### config.mk
export PLATFORM = sky130hd
export DESIGN_NAME = power_mode_ctrl
export DESIGN_NICKNAME = d
export VERILOG_FILES = /design/src/rtl/power_mode_ctrl.sv
export SDC_FILE = /design/constraint.sdc
export NUM_CORES = 1
export LEC_CHECK = 0
export BUFFER_PORTS_ARGS = -buffer_cell sky130_fd_sc_hd__buf_2
export CELL_PAD_IN_SITES_DETAIL_PLACEMENT = 1
export CELL_PAD_IN_SITES_GLOBAL_PLACEMENT = 1
export CORE_MARGIN = 8
export CORE_UTILIZATION = 45
export DETAILED_ROUTE_END_ITERATION = 8
export PLACE_DENSITY_LB_ADDON = 0.1
export SLEW_MARGIN = 10
export SYNTH_ARGS = -nofsm -noshare
export SYNTH_HDL_FRONTEND = slang
export SYNTH_SLANG_ARGS = --single-unit
### constraint.sdc
create_clock -name sys_clk_i -period 3.05 [get_ports sys_clk_i]
set_clock_uncertainty 0.15 [all_clocks]
set_input_delay 0.61 -clock sys_clk_i [delete_from_list [all_inputs] [get_ports sys_clk_i]]
set_output_delay 0.61 -clock sys_clk_i [all_outputs]
set_load 0.01 [all_outputs]
### src/rtl/power_mode_ctrl.sv
// Vehicle power/mode front end: debounced long-press power-up, immediate power-down, lockout until release.
// Optional IDLE_OFF_EN macro adds a tick-based auto-off timer while ON.
module power_mode_ctrl #(
    parameter int unsigned TICK_DIV   = 100000,
    parameter int unsigned DEB_TICKS  = 20,
    parameter int unsigned HOLD_TICKS = 1000,
    parameter int unsigned IDLE_TICKS = 60000
) (
    input  logic       sys_clk_i,
    input  logic       rst_i,
    input  logic       power_on_i,
    input  logic       power_off_i,
    input  logic [2:0] mode_signal_i,
    input  logic       change_i,
    input  logic       activity_i,
    output logic       power_now_o,
    output logic       power_on_led_o,
    output logic [2:0] mode_led_o,
    output logic       manual_en_o,
    output logic       semi_en_o,
    output logic       auto_en_o,
    output logic       power_event_o
);

    localparam int TW = (TICK_DIV > 1) ? $clog2(TICK_DIV) : 1;
    localparam int DW = $clog2(DEB_TICKS + 1);
    localparam int HW = $clog2(HOLD_TICKS + 1);

    // state    | meaning
    // S_OFF    | unpowered, waiting for a debounced power_on
    // S_ARMING | power_on held, counting hold ticks
    // S_ON     | powered, mode enables live
    // S_LOCKOUT| powered down, waiting for all buttons released
    typedef enum logic [1:0] {S_OFF, S_ARMING, S_ON, S_LOCKOUT} state_t;

    state_t          state_q, state_d;
    logic [TW-1:0]   tick_cnt_q;
    logic            tick;
    logic [4:0]      sync1_q, sync2_q;
    logic            on_db_q, off_db_q;
    logic [2:0]      mode_db_q;
    logic [DW-1:0]   on_cnt_q, off_cnt_q, mode_cnt_q;
    logic [HW-1:0]   hold_cnt_q, hold_cnt_d;
    logic            power_q, power_d, event_q, event_d;
    logic [2:0]      mode_q, mode_d;
    logic            idle_to;

    assign tick = (tick_cnt_q == TW'(TICK_DIV - 1));

    always_ff @(posedge sys_clk_i) begin
        if (rst_i) begin
            tick_cnt_q <= '0;
            sync1_q    <= '0;
            sync2_q    <= '0;
        end else begin
            tick_cnt_q <= tick ? '0 : tick_cnt_q + 1'b1;
            sync1_q    <= {mode_signal_i, power_off_i, power_on_i};
            sync2_q    <= sync1_q;
        end
    end

    // Each debouncer only moves on ticks; any sample equal to the accepted level restarts it.
    always_ff @(posedge sys_clk_i) begin
        if (rst_i) begin
            on_db_q    <= 1'b0;
            off_db_q   <= 1'b0;
            mode_db_q  <= '0;
            on_cnt_q   <= '0;
            off_cnt_q  <= '0;
            mode_cnt_q <= '0;
        end else if (tick) begin
            if (sync2_q[0] != on_db_q) begin
                if (on_cnt_q == DW'(DEB_TICKS - 1)) begin
                    on_db_q  <= sync2_q[0];
                    on_cnt_q <= '0;
                end else begin
                    on_cnt_q <= on_cnt_q + 1'b1;
                end
            end else begin
                on_cnt_q <= '0;
            end
            if (sync2_q[1] != off_db_q) begin
                if (off_cnt_q == DW'(DEB_TICKS - 1)) begin
                    off_db_q  <= sync2_q[1];
                    off_cnt_q <= '0;
                end else begin
                    off_cnt_q <= off_cnt_q + 1'b1;
                end
            end else begin
                off_cnt_q <= '0;
            end
            if (sync2_q[4:2] != mode_db_q) begin
                if (mode_cnt_q == DW'(DEB_TICKS - 1)) begin
                    mode_db_q  <= sync2_q[4:2];
                    mode_cnt_q <= '0;
                end else begin
                    mode_cnt_q <= mode_cnt_q + 1'b1;
                end
            end else begin
                mode_cnt_q <= '0;
            end
        end
    end

`ifdef IDLE_OFF_EN
    localparam int IW = $clog2(IDLE_TICKS + 1);
    logic [IW-1:0] idle_cnt_q;

    assign idle_to = tick && !activity_i && (idle_cnt_q == IW'(IDLE_TICKS - 1));

    always_ff @(posedge sys_clk_i) begin
        if (rst_i || state_q != S_ON || activity_i) begin
            idle_cnt_q <= '0;
        end else if (tick) begin
            idle_cnt_q <= idle_cnt_q + 1'b1;
        end
    end
`else
    logic unused_activity;
    assign unused_activity = activity_i;
    assign idle_to         = 1'b0;
`endif

    always_ff @(posedge sys_clk_i) begin
        if (rst_i) begin
            state_q    <= S_OFF;
            hold_cnt_q <= '0;
            power_q    <= 1'b0;
            event_q    <= 1'b0;
            mode_q     <= '0;
        end else begin
            state_q    <= state_d;
            hold_cnt_q <= hold_cnt_d;
            power_q    <= power_d;
            event_q    <= event_d;
            mode_q     <= mode_d;
        end
    end

    always_comb begin
        state_d    = state_q;
        hold_cnt_d = hold_cnt_q;
        case (state_q)
            S_OFF: begin
                if (!off_db_q && on_db_q) begin
                    state_d    = S_ARMING;
                    hold_cnt_d = '0;
                end
            end
            S_ARMING: begin
                if (off_db_q || !on_db_q) begin
                    state_d = S_OFF;
                end else if (tick) begin
                    if (hold_cnt_q == HW'(HOLD_TICKS - 1)) begin
                        state_d = S_ON;
                    end else begin
                        hold_cnt_d = hold_cnt_q + 1'b1;
                    end
                end
            end
            S_ON: begin
                if (off_db_q || change_i || idle_to) begin
                    state_d = S_LOCKOUT;
                end
            end
            S_LOCKOUT: begin
                if (!on_db_q && !off_db_q) begin
                    state_d = S_OFF;
                end
            end
            default: state_d = S_OFF;
        endcase
    end

    always_comb begin
        power_d = (state_q == S_ON);
        event_d = (power_d != power_q);
        mode_d  = '0;
        if (power_q && (mode_db_q == 3'b001 || mode_db_q == 3'b010 || mode_db_q == 3'b100)) begin
            mode_d = mode_db_q;
        end
    end

    // Gating with power_q drops the enables in the same cycle power_now falls.
    assign power_now_o    = power_q;
    assign power_on_led_o = power_q;
    assign power_event_o  = event_q;
    assign mode_led_o     = mode_q & {3{power_q}};
    assign manual_en_o    = mode_led_o[0];
    assign semi_en_o      = mode_led_o[1];
    assign auto_en_o      = mode_led_o[2];

endmodule

# Yosys cells after proc, flatten, opt, wreduce, memory -nomap -nowiden
# Index checks and enable logic that the tools add are counted.
# word_totals
regBits	64
latchBits	0
ram_bits	0
rom_bits	0
in_bits	9
out_inout_bits	9
n_memories	0
# op_classes
add_sub_neg	5
multipliers	0
n_div	0
n_lt_le_gt_ge	0
n_eq_ne	23
n_shift	0
muxes	18
n_bitwise	2
n_reduce_logical	18
# op_table
operator	n
10-bit two-way mux	4
5-bit two-way mux	6
10-bit case mux with 2 select lines	1
17-bit by 1-bit adder with 17-bit output (second input constant)	1
17-bit equality test (second input constant)	1
5-bit by 1-bit adder with 5-bit output (second input constant)	3
5-bit equality test (second input constant)	3
2-bit two-way mux	6
10-bit by 1-bit adder with 10-bit output (second input constant)	1
10-bit equality test (second input constant)	1
2-bit inequality test (second input constant)	5
5-bit AND reduction	2
3-bit AND reduction	3
2-bit case mux with 4 select lines	1
3-bit inequality test (second input constant)	2
2-bit equality test (second input constant)	2
1-bit logical OR	4
2-bit OR reduction	2
3-bit bitwise AND	1
3-bit by 1-bit equality test with 1-bit output (second input constant)	1
3-bit by 2-bit equality test with 1-bit output (second input constant)	1
3-bit equality test (second input constant)	1
1-bit logical AND	3
1-bit inequality test	3
other kinds (7)	8

# Logic depth before layout (Yosys ltp)
# depth
word_depth	6
ltp_mapped	8
mapped_depth_nobuf	6

# Worst setup path before layout
# Ideal clock, no wire load.
# synth_path
kind	flip-flop to flip-flop
start	register tick_cnt_q[0]
end	register mode_cnt_q[2]
arrival_ps	1593
required_ps	2772
slack_ps	1180
path_stages_with_launch	9
period_less_slack_ps	1870
cell_sequence	dfxtp_1 -> ha_1 -> and4_2 -> and4_1 -> buf_4 -> buf_6 -> o21ai_0 -> a22oi_1 -> nor2_1
# synth_via
elab_chain_cells	1
# synth_lines
element	line	source
from (decl)	37	logic [TW-1:0] tick_cnt_q;
from (signal assigned)	56	tick_cnt_q <= tick ? '0 : tick_cnt_q + 1'b1;
17-bit equality test	48	assign tick = (tick_cnt_q == TW'(TICK_DIV - 1));
to (signal assigned)	97	mode_cnt_q <= mode_cnt_q + 1'b1;
to (decl)	42	logic [DW-1:0] on_cnt_q, off_cnt_q, mode_cnt_q;
# Every way passes these cells.
# A chain may end at the register's enable or synchronous reset.

# Final worst setup path
# layout_path
start	register tick_cnt_q[0]
end	register on_cnt_q[4]
# layout_via
elab_chain_cells	1
# layout_lines
element	line	source
17-bit equality test	48	
to (signal assigned)	77	on_cnt_q <= on_cnt_q + 1'b1;
to (decl)	42	
# Every way passes these cells.

==> results by group <==
Run status
  – Outcome: complete, no violations

Logic synthesis
  – Syn_area_per_cell: 8.98 um^2
  – Post-synthesis sequential area ratio: 43.0%
  – #FFs+latches synth: 64
  – Ys async rst share: 0%
  – Mapped Nets: 346
  – Synth Cell Area: 2980 um^2
  – Post-synth EDFFs: 0
  – Most numerous cell in the Yosys netlist: dfxtp_1
  – Ranking of synthesized cells by area: dfxtp_1 (43%), nor2_1 (5.3%), xor2_1 (4.7%)
  – Main synth FF type: dfxtp_1
  – Synth top area share: 43.0%
  – Cell count after synthesis: 332
  – Largest area contributor in the netlist: dfxtp_1
  – Cell variety after synth: 52
  – Most common library cells after synthesis: dfxtp_1 (64), nor2_1 (42), nand2_1 (33), nor2b_1 (18), xor2_1 (16)
  – YS warnings: 0

Drt
  – Total number of vias: 2357
  – Via density: 5.49
  – Routed wire length: 6370 um
  – Antenna viol nets, final: 0
  – DRC violations left: 0
  – Avg WL per Cell: 14.9 um
  – First-pass detailed-route iteration total: 4
  – Drt first-iter violations: 93

STA
  – Max-slew violation count: 0
  – RSZ-0062 raised after global routing: no
  – Crit share post-route: 75.8%
  – Slew margin rel.: 56.8%
  – Setup violation total in the final timing report: 0
  – Final Hold Fails: 0
  – Final TNS setup: 0 ns
  – F_max: 0.433 GHz
  – Period minus WS final: 2.31 ns
  – Worst slew pin tran: 0.647 ns

Clock network
  – Setup bufs post-CTS: 0
  – Post_cts resized: 0
  – Clock buffer count from CTS: 9
  – Clk buf depth: 2
  – Clk sinks: 64
  – CTS tree: yes
  – Number of H-tree levels: 3
  – Cts hold-fix bufs: 0
  – CTS root buf: clkbuf_8
  – CTS clk-pin slew, worst paths: 0.07 ns
  – Clk_lat worst skew: 0.34 ns

Floorplanning
  – Die area: 9490 um^2
  – Die X: 97.4 um
  – Initial Util: 46.7%
  – Core Area: 6390 um^2
  – Die Height: 97.4 um
  – Row cnt: 29
  – Number of I/O pins: 18

Placed design
  – Post-DP HPWL: 4430 um
  – RePlAce Congestion: 0.763
  – Port Buffers: 16
  – Placed cell count: 414

Finish
  – Antenna diode count: 0
  – # nets final: 362
  – Final non-filler cell total: 429
  – Layout cell share with drive strength beyond 1: 13.6%
  – Synth-to-layout area growth: 10.3%

Worst setup path
  – Critical path fanouts, max: 18
  – Startpoint Class: flip-flop
  – Worst EP arrival: 2.39 ns
  – Critical Path End Type: flip-flop
  – WS Path Type: flip-flop to flip-flop
  – Crit path required time: 3.13 ns

Power
  – Pwr Total: 0.00160 W
  – Leakage: 1.20 nW
  – Pwr dens: 486 nW/um^2
  – Max VDD drop: 0.353 mV

Job
  – Max Cap Viol: 0

Global routing
  – Vias in the first global route: 2442
  – Global route total overflow: 0
  – Largest net degree at the start of global routing: 22
  – Initial antenna violation count: 0
  – GR Util All Layers: 14.3%
  – First-pass GRT wire length: 11300 um

Worst hold path
  – Worst min-delay path class: flip-flop to flip-flop
[state kept, by name, summed over array words and instances (netlist names), named ones only]
name           flops
tick_cnt_q        17
hold_cnt_q        10
mode_cnt_q         5
off_cnt_q          5
on_cnt_q           5
sync1_q            5
sync2_q            5
mode_db_q          3
mode_q             3
off_db_q           1
on_db_q            1
power_event_o      1
power_now_o        1
state_q            1
[per-stage QoR]
step	utilization (%)	cell area [um^2]	setup slack, ns	hold slack [ns]
final	51.5	3290	0.738	0.290
after global placement	48.6	3100	0.767	0.271
after detailed placement	48.6	3100	0.742	0.279
after CTS	51.5	3290	0.720	0.295
after global routing	51.5	3290	0.548	0.307
after floorplan	-	2980	1.18	0.264
[per-layer routing]
| layer | share of wire, % | track usage, % | wire, um | up-vias |
|---|---|---|---|---|
| met4 | 1.8 | 6.29 | 117 | 0 |
| met5 | 0 | 0 | 0 | - |
| met3 | 2.9 | 4.48 | 188 | 11 |
| met1 | 48 | 16.2 | 3070 | 1136 |
| li1 | - | - | - | 1191 |
| met2 | 47 | 24.1 | 3000 | 19 |
[path summary, 6_finish.rpt]
kind                  from     endpoint  slack, ns  depth (start not counted)
max          tick_cnt_q[0]  on_cnt_q[4]       0.74                          6
min             sync1_q[0]   sync2_q[0]       0.29                          1
max reg2reg  tick_cnt_q[0]  on_cnt_q[4]       0.74                          6
min reg2reg     sync1_q[0]   sync2_q[0]       0.29                          1
[layout by cell type, fill, tap and decap left out, types with 3 or more instances in the layout]
cell and n:
and2_1 3, o21ai_0 10, inv_1 9, and4_1 3, nor4b_1 4, nor2b_1 18, dfxtp_1 64, nand3_1 9
nor2_1 42, clkinv_2 3, nand4_1 14, a311o_1 3, a21o_1 4, buf_4 4, a21oi_1 11, xnor2_1 14
xor2_1 16, clkbuf_8 10, buf_2 16, nand2_1 33, a31oi_1 5, nand2b_1 7, ha_1 5, nor3_1 8
o31ai_1 4
[report_power, final]
group | switching [W] | total, W | internal [W]
Clock | 0.000316 | 0.000708 | 0.000391
Sequential | 0.00000589 | 0.000851 | 0.000845
Combinational | 0.0000240 | 0.0000396 | 0.0000156
Total | 0.000346 | 0.00160 | 0.00125
[layout make-up]
class	instances	area [um^2]
Inverter	9	33.8
Multi-Input combinational cell	244	1580
Sequential cell	64	1280
Tap cell	77	96.3
Timing Repair Buffer	20	110
Fill cell	779	3100
Clock inverter	4	45.0
Clock buffer	11	141
[worst max-delay path: stages (launching register included)]
cell      delay, ns
dfxtp_1        0.37
ha_1           0.24
and4_2         0.32
and4_1         0.64
o21ai_0        0.20
nand2b_1       0.21
nor2_1         0.07
[logic make-up after synthesis]
family	Yosys count	share of synthesized area, %
and+or+nand+nor	159	30.3
DFF	64	43.0
AOI/OAI and AO/OA	49	11.5
xor gates and xnor gates	30	8.81
buffers and inverters	24	3.99
adders and majority gates	5	2.10
muxes	1	0.336
Power figures use the tool's default switching activity.
